--- config.mk ---
export PLATFORM = sky130hd
export DESIGN_NAME = switch_event_conditioner
export DESIGN_NICKNAME = d
export VERILOG_FILES = /design/src/rtl/switch_event_conditioner.sv
export SDC_FILE = /design/constraint.sdc
export NUM_CORES = 1
export LEC_CHECK = 0
export BUFFER_PORTS_ARGS = -buffer_cell sky130_fd_sc_hd__buf_4
export CAP_MARGIN = 20
export CORE_UTILIZATION = 40
export CTS_CLUSTER_DIAMETER = 60
export DETAILED_ROUTE_END_ITERATION = 6
export HOLD_SLACK_MARGIN = 0.02
export PLACE_DENSITY = 0.52
export SYNTH_ARGS = -nofsm -noshare
export SYNTH_HDL_FRONTEND = slang
export SYNTH_SLANG_ARGS = --single-unit
export TNS_END_PERCENT = 30
--- constraint.sdc ---
create_clock -name clk -period 4.9 [get_ports clk]
set_input_delay 0 -clock clk [delete_from_list [all_inputs] [get_ports clk]]
set_output_delay 0 -clock clk [all_outputs]
set_load 0.05 [all_outputs]
--- src/rtl/switch_event_conditioner.sv ---
// Switch event conditioner: synchronizes and debounces the raw slide
// switches and turns accepted level changes into press/release events.
//
// Ports:
//   clk           system clock
//   rst           asynchronous active-low reset
//   sw_raw        raw switch levels, asynchronous to clk
//   sw_clean      debounced switch levels
//   press_valid   one-cycle pulse, exactly one switch went 0->1
//   press_idx     index of the last single switch that went 0->1
//   release_valid one-cycle pulse, at least one switch went 1->0
//   multi_press   one-cycle pulse, two or more switches went 0->1 together
module switch_event_conditioner #(
    parameter int N_SW            = 10,
    parameter int DEBOUNCE_CYCLES = 250000,
    parameter int CNT_W           = 18,
    parameter int IDX_W           = 4
) (
    input  logic             clk,
    input  logic             rst,
    input  logic [N_SW-1:0]  sw_raw,
    output logic [N_SW-1:0]  sw_clean,
    output logic             press_valid,
    output logic [IDX_W-1:0] press_idx,
    output logic             release_valid,
    output logic             multi_press
);

    localparam logic [CNT_W-1:0] CNT_LAST = CNT_W'(DEBOUNCE_CYCLES - 1);
    localparam logic [CNT_W-1:0] CNT_ONE  = CNT_W'(1);

    logic [N_SW-1:0]  sync1;
    logic [N_SW-1:0]  sync2;

    logic [CNT_W-1:0] cnt      [N_SW];
    logic [CNT_W-1:0] cnt_next [N_SW];

    logic [N_SW-1:0]  clean_next;
    logic [N_SW-1:0]  rise;
    logic [N_SW-1:0]  fall;

    logic             rise_any;
    logic             rise_many;
    logic [IDX_W-1:0] rise_idx;

    // Two-flop synchronizer; only sync2 is safe to use downstream.
    always_ff @(posedge clk or negedge rst) begin
        if (!rst) begin
            sync1 <= '0;
            sync2 <= '0;
        end else begin
            sync1 <= sw_raw;
            sync2 <= sync1;
        end
    end

    // Per-bit debounce. A level is accepted only after it has differed
    // from sw_clean on DEBOUNCE_CYCLES consecutive edges; any return to
    // the old level restarts the qualification from zero.
    always_comb begin
        clean_next = sw_clean;
        for (int i = 0; i < N_SW; i++) begin
            cnt_next[i] = '0;
            if (sync2[i] != sw_clean[i]) begin
                if (cnt[i] == CNT_LAST) begin
                    clean_next[i] = sync2[i];
                end else begin
                    cnt_next[i] = cnt[i] + CNT_ONE;
                end
            end
        end
    end

    // Edges are taken against the value being accepted on this same
    // edge, so registered events line up with the new sw_clean.
    assign rise = clean_next & ~sw_clean;
    assign fall = ~clean_next & sw_clean;

    // Classify the rise vector as none / exactly one / several without
    // a full popcount: the second set bit seen flags rise_many.
    always_comb begin
        rise_any  = 1'b0;
        rise_many = 1'b0;
        rise_idx  = '0;
        for (int i = 0; i < N_SW; i++) begin
            if (rise[i]) begin
                if (rise_any) begin
                    rise_many = 1'b1;
                end
                rise_any = 1'b1;
                rise_idx = IDX_W'(i);
            end
        end
    end

    always_ff @(posedge clk or negedge rst) begin
        if (!rst) begin
            for (int i = 0; i < N_SW; i++) begin
                cnt[i] <= '0;
            end
            sw_clean <= '0;
        end else begin
            for (int i = 0; i < N_SW; i++) begin
                cnt[i] <= cnt_next[i];
            end
            sw_clean <= clean_next;
        end
    end

    always_ff @(posedge clk or negedge rst) begin
        if (!rst) begin
            press_valid   <= 1'b0;
            press_idx     <= '0;
            release_valid <= 1'b0;
            multi_press   <= 1'b0;
        end else begin
            press_valid   <= rise_any & ~rise_many;
            multi_press   <= rise_many;
            release_valid <= |fall;
            // Index only tracks single presses; it holds otherwise.
            if (rise_any && !rise_many) begin
                press_idx <= rise_idx;
            end
        end
    end

endmodule

Yosys cells after proc, flatten, opt, wreduce, memory -nomap -nowiden --
Index checks and enable logic that the tools add are counted. Widths: inputs -> output; s select.
Storage, ports and cells: register bits after elaboration 217, latch bits 0, bits in writable memories 0, memory bits (read-only) 0, output and inout port bits 17, memories kept 0
Operators by class: add/sub/neg operators 10, $mul 0, div/mod/pow operators 0, $lt $le $gt $ge 0, eq/ne operators 20, shift operators 0, mux-type cells 77, bitwise gates (word level) 6, reductions and logical operators 3
Operators by type and width (count):
- $mux 18 | 20
- $add 18x1->18 const B | 10
- $eq 18x18->1 const B | 10
- $mux 1 | 49
- $mux 4 | 8
- $and 10x10->10 | 2
- $not 10->10 | 2
- $ne 1x1->1 | 10
- $reduce_or 10->1 | 1
- $and 1x1->1 | 1
- $logic_and 1x1->1 | 1
- $logic_not 1->1 | 1
- $not 1->1 | 1

Logic depth before layout (Yosys ltp) --
Gate-level depths: netlist of run 1.
word-level depth 25, gate-level depth with buffers 10, depth with buffers taken out 9

Least setup slack after synthesis of run 1 --
OpenSTA, ideal clock, no wires.
path type register -> register, start reg cnt[83] (netlist bit), end reg press_idx[0], setup time 0.129 ns, data arrival time 2.383 ns, required time 4.771 ns, slack 2.388 ns, cell stages (with the launch flop) 9, clock period less this slack 2.512 ns, cell sequence dfrtp_1 -> or4_1 -> or3_4 -> nor4_4 -> a21oi_1 -> a21o_1 -> a311oi_4 -> or2_4 -> o21ai_1
On the way: cells in the longest elaborated chain, start to end 15
Ends and longest elaborated chain:
- from (decl) | RTL line 35 | logic [CNT_W-1:0] cnt [N_SW];
- from (signal, indexed assignment) | RTL line 104 | cnt[i] <= cnt_next[i];
- $eq 18x18->1 * | RTL line 65 | if (cnt[i] == CNT_LAST) begin
- $mux 1 * | RTL line 65
- $mux 1 * | RTL line 64 | if (sync2[i] != sw_clean[i]) begin
- $and 10x10->10 * | RTL line 76 | assign rise = clean_next & ~sw_clean;
- $mux 1 | RTL line 86 | if (rise[i]) begin
- $mux 1 | RTL line 87 | if (rise_any) begin
- $mux 1 | RTL line 86
- $mux 1 | RTL line 87
- $mux 1 | RTL line 86
- $mux 1 | RTL line 87
- $mux 1 | RTL line 86
- $mux 1 | RTL line 87
- $mux 1 * | RTL line 86
- named net rise_many | RTL line 43 | logic rise_many;
- $logic_not 1->1 * | RTL line 121 | if (rise_any && !rise_many) begin
- $logic_and 1x1->1 * | RTL line 121
- to (signal assigned) | RTL line 122 | press_idx <= rise_idx;
- to (decl) | RTL line 24 | output logic [IDX_W-1:0] press_idx,
Mark *: on every way through the listed nets, which the timed path passes. The rest lies on a longest branch. A chain may end at the register's enable or synchronous reset.

Worst setup path after layout of run 1 --
start reg cnt[135] (netlist bit), end reg press_idx[2]
On the way: cells in the longest elaborated chain, start to end 21
Ends and longest elaborated chain (RTL line):
- $eq 18x18->1 * | 65
- $mux 1 * | 65
- $mux 1 * | 64
- $and 10x10->10 * | 76
- $mux 1 | 86
- $mux 1 | 87
- $mux 1 | 86
- $mux 1 | 87
- (+6 left out)
- $mux 1 | 86
- $mux 1 | 87
- $mux 1 | 86
- $mux 1 | 87
- $mux 1 * | 86
- named net rise_many | 43
- $logic_not 1->1 * | 121
- $logic_and 1x1->1 * | 121
Marks and branches as above.

==> results of run 1 <==
[state kept, by name (all words and copies together), names as in the netlist]
name	flops
cnt	180
multi_press	1
press_idx	4
press_valid	1
release_valid	1
sw_clean	10
sync1	10
sync2	10
[logic make-up after synthesis]
group | count (synthesis)
and+or+nand+nor | 504
DFF | 217
xor gates and xnor gates | 156
AOI/OAI and AO/OA | 46
buffers and inverters | 37
adders and majority gates | 11
muxes | 10
[cell type report]
class                      count  area, um2  share of cell area [%]
inverter                      19       71.3                   0.610
clock inverter                 8        115                   0.984
sequential                   217       5430                    46.4
clock buffer                  40        795                    6.79
multi-input combinational    727       4500                    38.5
tap                          324        405                    3.47
timing repair buffer          44        378                    3.23
[worst reg2reg max path, cell delays in order, from the launching register on]
cell and delay (ps):
dfrtp_1 420, or4b_1 550, nor4b_2 300, nand4_1 360
nand4_2 310, nor2_2 70, a311oi_4 440, or2_4 210
o21ai_1 60
[placed cells by master (no fill, tap or decap), types with 7 or more instances in the layout]
cell / synthesis / layout
nor4b_1: 9 / 9
dfrtp_1: 217 / 217
dlygate4sd3_1: 0 / 11
mux2_2: 10 / 10
nor4_1: 10 / 10
xnor2_1: 73 / 73
nor3_1: 12 / 12
nand4_1: 18 / 18
nand2_1: 48 / 48
nor2_1: 204 / 204
xor2_1: 83 / 83
a21oi_1: 9 / 9
clkbuf_8: 0 / 7
or3_1: 8 / 8
and3_1: 53 / 53
clkbuf_16: 0 / 27
ha_1: 10 / 10
and4_1: 8 / 8
and2_1: 8 / 8
nand3_1: 73 / 73
nor2b_1: 16 / 16
o21ai_0: 9 / 9
nand2b_1: 10 / 10
inv_1: 19 / 19
buf_4: 0 / 31
[routing by layer]
metal	vias to the layer above	wire [um]	global-route usage, %
met4	0	347	3.98
met3	25	515	2.56
met5	-	0	0
met2	48	8740	24.3
met1	3268	9880	22.9
li1	3427	-	-
[metrics by stage]
stage          cell area, um2  utilization, %  total power [mW]  std cells
4_1_cts                 11700            47.7              4.03       1379
5_1_grt                 11700            47.7              4.12       1379
3_5_place_dp            10700            43.5              1.99       1320
2_1_floorplan           10100               -              1.92        981
3_3_place_gp            10700            43.5              1.99       1320
6_report                11700            47.7              3.95       1379
[path summary, 6_finish.rpt]
kind / from / endpoint / slack (ps)
max reg2reg: cnt[135] / press_idx[2] / 2060
max in group asynchronous: rst / cnt[67] / 3720
min: sw_raw[7] / sync1[7] / 130
max: cnt[135] / press_idx[2] / 2060
min in group asynchronous: rst / cnt[19] / 150
min reg2reg: sync1[7] / sync2[7] / 350
[where the power goes]
group          leakage [nW]  internal [mW]  switching [mW]
registers              2.96           1.82          0.0186
logic                  1.78         0.0386          0.0781
clock network         0.452           1.27           0.731
total                  5.19           3.13           0.827
==> results.md, run 1 <==
* Gr usage total at 15.7%
* Clock transition at path regs at 50 ps
* Synth area leader: dfrtp_1
* Synthesized area at 10100 um2
* Vias at 6768
* CTS resizes at 0
* 1st-iter DRT viols at 308
* DRC at 0
* Final setup fails at 0
* Mean Syn Cell Area at 10.3 um2
* Synth Area in Compound Gates at 3.25%
* Unrepaired setup endpoints after global routing: false
* FF-to-FF path depth at 8
* Final ANT Viol Nets at 0
* Normalized max-slew margin at 33.4%
* Postcts setup bufs at 0
* CTS sink cnt at 217
* Antenna Cells at 0
* Synth Area in Adders at 1.35%
* Synthesized flop and latch total at 217
* # fillers at 2369
* CP arrival at 3230 ps
* Top-area cell type share of the netlist area at 53.9%
* Slew @ Worst Pin at 999 ps
* Fin. max-slew vios at 0
* Area contributors post-synth: dfrtp_1 54%, nor2_1 7.6%, xor2_1 7.2%
* Largest net degree at the start of global routing at 129
* Vias in the first global route at 6738
* Crit path buf inv count at 0
* First-pass GRT wire length at 33700 um
* Pre-CTS setup slack at 2060 ps
* WP depth at 8
* Lkg Pwr at 5.19 nW
* Peak supply drop at 0.000272 V
* EDFF count, synth at 0
* Async set or reset register ratio after synthesis at 100%
* Ports at 29
* Congestion Overflow GR at 0
* Mapped Nets at 1003
* CP Capture Type: flip-flop
* Power density cells at 338 nW/um2
* Critical Path RT at 5290 ps
* Initial core utilization at 41.1%
* Min-Delay Path Class: primary input to flip-flop
* Clk buf depth at 3
* List of most frequent post-synthesis cells: 217 x dfrtp_1, 204 x nor2_1, 83 x xor2_1
* CTS Root Cell: clkbuf_16
* Port buffer count at 28
* Main combinational cell family by area after synthesis: simple AND/OR/NAND/NOR gates
* Dpl hpwl at 12800 um
* DRT Wirelength at 19500 um
* CP Cell Sequence: or4b_1 -> nor4b_2 -> nand4_1 -> nand4_2 -> nor2_2 -> a311oi_4 -> or2_4 -> o21ai_1
* Fin Clk Skew at 8.13 ps
* Max-cap viol count at 0
* Clk_lat worst skew at 520 ps
* Mapped Cells at 981
* Max FO, Critical Path at 7
* H-Tree Depth at 1
* Initial antenna violation count at 0
* Setup TNS at 0 ps
* CP Class: flip-flop to flip-flop
* Count leader, synth: dfrtp_1
* Yosys Warn Count at 0
* Core ar. at 24500 um2
* Synth Flop Type: dfrtp_1
* Register area share after synthesis at 53.9%
* Crit path time final at 2840 ps
* Die X-Extent at 161 um
* Total CTS buffers at 26
* Run status: complete, no violations
* Post-CTS Hold Buffers at 11
* Fin crit share at 57.9%
* Hold slack at 135 ps
* Final Hold Fails at 0
* Startpoint Class: flip-flop
* FMAX at 352 MHz
* CP max-delay cell: or4b_1
* Max incr delay on CP at 550 ps
* Via density at 4.91
* Die height at 161 um
* Final worst slack at 2060 ps
* Simple-gate portion of the synthesized area at 25.4%
* Proportion of synthesized area in mux cells at 1.12%
* Pre-antenna DRT Iters at 4
* CTS tree: built
* Gpl congestion at 0.774
* Hold depth at 2
* Die footprint at 25800 um2
* Yosys cell types at 55
* Largest delay share family, worst path: simple AND/OR/NAND/NOR gates
* Final routed wire length divided by cell count at 14.1 um
* Row count at 57
* Layout cells sized above 1 at 9.48%
* Area growth syn-to-layout at 16.1%
* Xor and xnor area share after synthesis at 13.6%
* Final nets at 1057
Power figures use the tool's default switching activity.
==> run 2: changes to the inputs <==
--- a/config.mk
+++ b/config.mk
@@ -5,13 +5,14 @@
 export SDC_FILE = /design/constraint.sdc
 export NUM_CORES = 1
 export LEC_CHECK = 0
+export ABC_AREA = 1
 export BUFFER_PORTS_ARGS = -buffer_cell sky130_fd_sc_hd__buf_4
 export CAP_MARGIN = 20
 export CORE_UTILIZATION = 40
 export CTS_CLUSTER_DIAMETER = 60
 export DETAILED_ROUTE_END_ITERATION = 6
 export HOLD_SLACK_MARGIN = 0.02
-export PLACE_DENSITY = 0.52
+export PLACE_DENSITY = 0.54
 export SYNTH_ARGS = -nofsm -noshare
 export SYNTH_HDL_FRONTEND = slang
 export SYNTH_SLANG_ARGS = --single-unit
==> constraint.sdc (replaced) <==
create_clock -name clk -period 2.49 [get_ports clk]
set_input_delay 0 -clock clk [delete_from_list [all_inputs] [get_ports clk]]
set_output_delay 0 -clock clk [all_outputs]
set_load 0.05 [all_outputs]
==> run 2 against run 1 <==
Worst setup slack lost 1700 ps. Wire length grew 13%. Via count grew 25%. Combinational power grew 130%. Power grew 100%. Utilization grew 0.14 points. Critical path type unchanged. Cell count grew 26%. Global-route usage grew 0.91 points. Hold slack lost 80 ps.
==> results.md, run 2 <==
* Run status: complete, no violations (unchanged)
* Ports at 29 (unchanged)
* Mapped Cells at 1304 (was 981)
* Synth area leader: dfrtp_1 (unchanged)
* CP Class: flip-flop to flip-flop (unchanged)
* Clk_lat worst skew at 520 ps (about the same)
* Commonest non-fill, non-tap cells in the layout: 258 x nor2_1, 217 x dfrtp_1, 181 x nand2_1 (was 217 x dfrtp_1, 204 x nor2_1, 83 x xor2_1)
* Crit path buf inv count at 2 (was 0)
* Final worst slack at 384 ps (was 2060 ps)
* Critical Path RT at 2910 ps (was 5290 ps)
* Peak supply drop at 0.000471 V (was 0.000272 V)
* EDFF count, synth at 0 (unchanged)
* First-pass GRT wire length at 38400 um (was 33700 um)
* Placed insts at 1673 (was 1320)
* Die footprint at 27500 um2 (was 25800 um2)
* Gr usage total at 16.6% (was 15.7%)
* FMAX at 475 MHz (was 352 MHz)
* Fin crit share at 84.6% (was 57.9%)
* Combinational Power Share at 3.4% (was 3.0%)
* H-Tree Depth at 1 (unchanged)
* Async set or reset register ratio after synthesis at 100% (unchanged)
* Top-area cell type share of the netlist area at 50.5% (was 53.9%)
* Congestion Overflow GR at 0 (unchanged)
* Min-Delay Path Class: primary input to async pin (was primary input to flip-flop)
* Tot Pwr at 7.91 mW (was 3.95 mW)
* Initial core utilization at 41.0% (was 41.1%)
* Net Sw Power at 1.72 mW (was 0.827 mW)
* CP Cell Sequence: ha_1 -> nand2_1 -> nor2_2 -> inv_1 -> nor2_1 -> nand3_1 -> nand2_2 -> nor2_4 -> inv_2 -> nor2_2 -> nor2_1 -> nor2_2 -> nand3_2 -> nor2_1 -> nor2_1 (was or4b_1 -> nor4b_2 -> nand4_1 -> nand4_2 -> nor2_2 -> a311oi_4 -> or2_4 -> o21ai_1)
* List of most frequent post-synthesis cells: 258 x nor2_1, 217 x dfrtp_1, 181 x nand2_1 (was 217 x dfrtp_1, 204 x nor2_1, 83 x xor2_1)
* Setup TNS at 0 ps (unchanged)
* Final ANT Viol Nets at 0 (unchanged)
* Vias in the first global route at 8127 (was 6738)
* Largest register FFs at 180 (unchanged)
* Clock transition at path regs at 60 ps (was 50 ps)
* CP arrival at 2520 ps (was 3230 ps)
* Dpl hpwl at 15900 um (was 12800 um)
* Startpoint Class: flip-flop (unchanged)
* Unrepaired setup endpoints after global routing: false (unchanged)
* Fin. max-slew vios at 0 (unchanged)
* CTS sink cnt at 217 (unchanged)
* Final setup fails at 0 (unchanged)
* Most common cell after layout, fill and taps aside: nor2_1 (was dfrtp_1)
* Yosys cell types at 41 (was 55)
* Final routed wire length divided by cell count at 12.7 um (was 14.1 um)
* CTS resizes at 0 (unchanged)
* Normalized max-slew margin at 46.0% (was 33.4%)
* CP dominant cell by count: nor2_1
* Synthesized area at 10800 um2 (was 10100 um2)
* DRC at 0 (unchanged)
* Max incr delay on CP at 390 ps (was 550 ps)
* Lkg Pwr at 5.67 nW (was 5.19 nW)
* Yosys Warn Count at 0 (unchanged)
* 1st-iter DRT viols at 539 (was 308)
* Gpl congestion at 0.830 (was 0.774)
* Slew @ Worst Pin at 805 ps (was 999 ps)
* Core ar. at 26200 um2 (was 24500 um2)
* Row count at 59 (was 57)
* Pre-CTS setup slack at 380 ps (was 2060 ps)
* Layout cells sized above 1 at 10.6% (was 9.48%)
* Clock power frac at 50.8% (was 50.5%)
* Clk buf depth at 3 (unchanged)
* CTS Root Cell: clkbuf_16 (unchanged)
* CP Capture Type: flip-flop (unchanged)
* CP max-delay cell: dfrtp_1 (was or4b_1)
* Die height at 166 um (was 161 um)
* Initial antenna violation count at 0 (unchanged)
* Count leader, synth: nor2_1 (was dfrtp_1)
* Port buffer count at 28 (unchanged)
* Postcts setup bufs at 0 (unchanged)
* Mapped Nets at 1326 (was 1003)
* Final Hold Fails at 0 (unchanged)
* Largest delay share family, worst path: simple AND/OR/NAND/NOR gates (unchanged)
* Area growth syn-to-layout at 16.5% (was 16.1%)
* Crit path time final at 2110 ps (was 2840 ps)
* Final instance count without filler cells at 1734 (was 1379)
* DRT Wirelength at 22100 um (was 19500 um)
* Fin Clk Skew at 9.45 ps (was 8.13 ps)
* Vias at 8441 (was 6768)
* Antenna Cells at 0 (unchanged)
* CTS tree: built (unchanged)
* Post-CTS Hold Buffers at 11 (unchanged)
* Synth Flop Type: dfrtp_1 (unchanged)
* Via density at 4.87 (was 4.91)
* Power density cells at 631 nW/um2 (was 338 nW/um2)
* Mean Syn Cell Area at 8.25 um2 (was 10.3 um2)
* Sequential power share at 45.8% (was 46.5%)
* Sw Share at 21.8% (was 20.9%)
* Area contributors post-synth: dfrtp_1 51%, nor2_1 9.0%, nand2_1 6.3% (was dfrtp_1 54%, nor2_1 7.6%, xor2_1 7.2%)
* Largest net degree at the start of global routing at 92 (was 129)
* Max-cap viol count at 0 (unchanged)
* Register area share after synthesis at 50.5% (was 53.9%)
* Biggest register: cnt (unchanged)
* Int Pwr at 6.18 mW (was 3.13 mW)
* Die X-Extent at 166 um (was 161 um)
* Synthesized flop and latch total at 217 (unchanged)
* Max FO, Critical Path at 5 (was 7)
* Pre-antenna DRT Iters at 5 (was 4)
* Final nets at 1401 (was 1057)
* Total CTS buffers at 28 (was 26)
==> run 2: cell count changes after synthesis, moves of 48 or more <==
cell,delta
a21oi_1,+57
and3_1,-48
nand2_1,+133
xor2_1,-50
nor3_1,+55
nor2_1,+54
inv_1,+148
xnor2_1,-55
==> run 2: layout make-up <==
type	instances	area, um2
fillers	2487	13700
flip-flops and latches	217	5430
multi-input cells	894	4590
clock buffers	41	831
inverters	190	713
repair buffers	48	433
well taps	335	419
clock inverters	9	109
==> run 2: cell families (layout without fill, tap and decap cells) <==
group	count (synthesis)	in the layout	synth area share [%]
buffers and inverters	193	288	6.76
xor gates and xnor gates	51	51	4.15
DFF	217	217	50.5
AOI/OAI and AO/OA	130	130	6.59
and+or+nand+nor	703	703	30.8
adders and majority gates	10	10	1.16
==> run 2: worst paths after layout <==
check	to	start	slack, ps	cells past startpoint
min in group clk	sync1[2]	sw_raw[2]	130	2
hold / removal	cnt[154]	rst	50	2
setup reg to reg	press_idx[0]	cnt[108]	380	15
max in group asynchronous	cnt[72]	rst	1640	3
setup / recovery	press_idx[0]	cnt[108]	380	15
hold reg to reg	sync2[5]	sync1[5]	350	0
==> run 2: through the flow <==
step                      hold slack (ps)  utilization, %  instance area [um2]
after global routing                  105            47.8                12500
after floorplan                      -296               -                10800
after CTS                            99.2            47.8                12500
final                                55.0            47.8                12500
after global placement               84.8            43.8                11500
after detailed placement             90.2            43.8                11500
==> run 2: metal layers <==
layer	part of all wire [%]	GRT usage, %	up-vias
li1	-	-	4401
met1	51	23.9	3901
met2	44	26.1	105
met3	3.1	2.45	34
met4	2.3	4.88	0
met5	0	0	-
==> run 2: power by group through the flow <==
stage               clock network, mW  logic (mW)  registers [mW]
CTS                              4.14       0.281            3.62
global placement                    0       0.266            3.68
finish                           4.01       0.270            3.62
detailed placement                  0       0.267            3.68
global route                     4.28       0.319            3.63
floorplan                           0       0.125            3.67
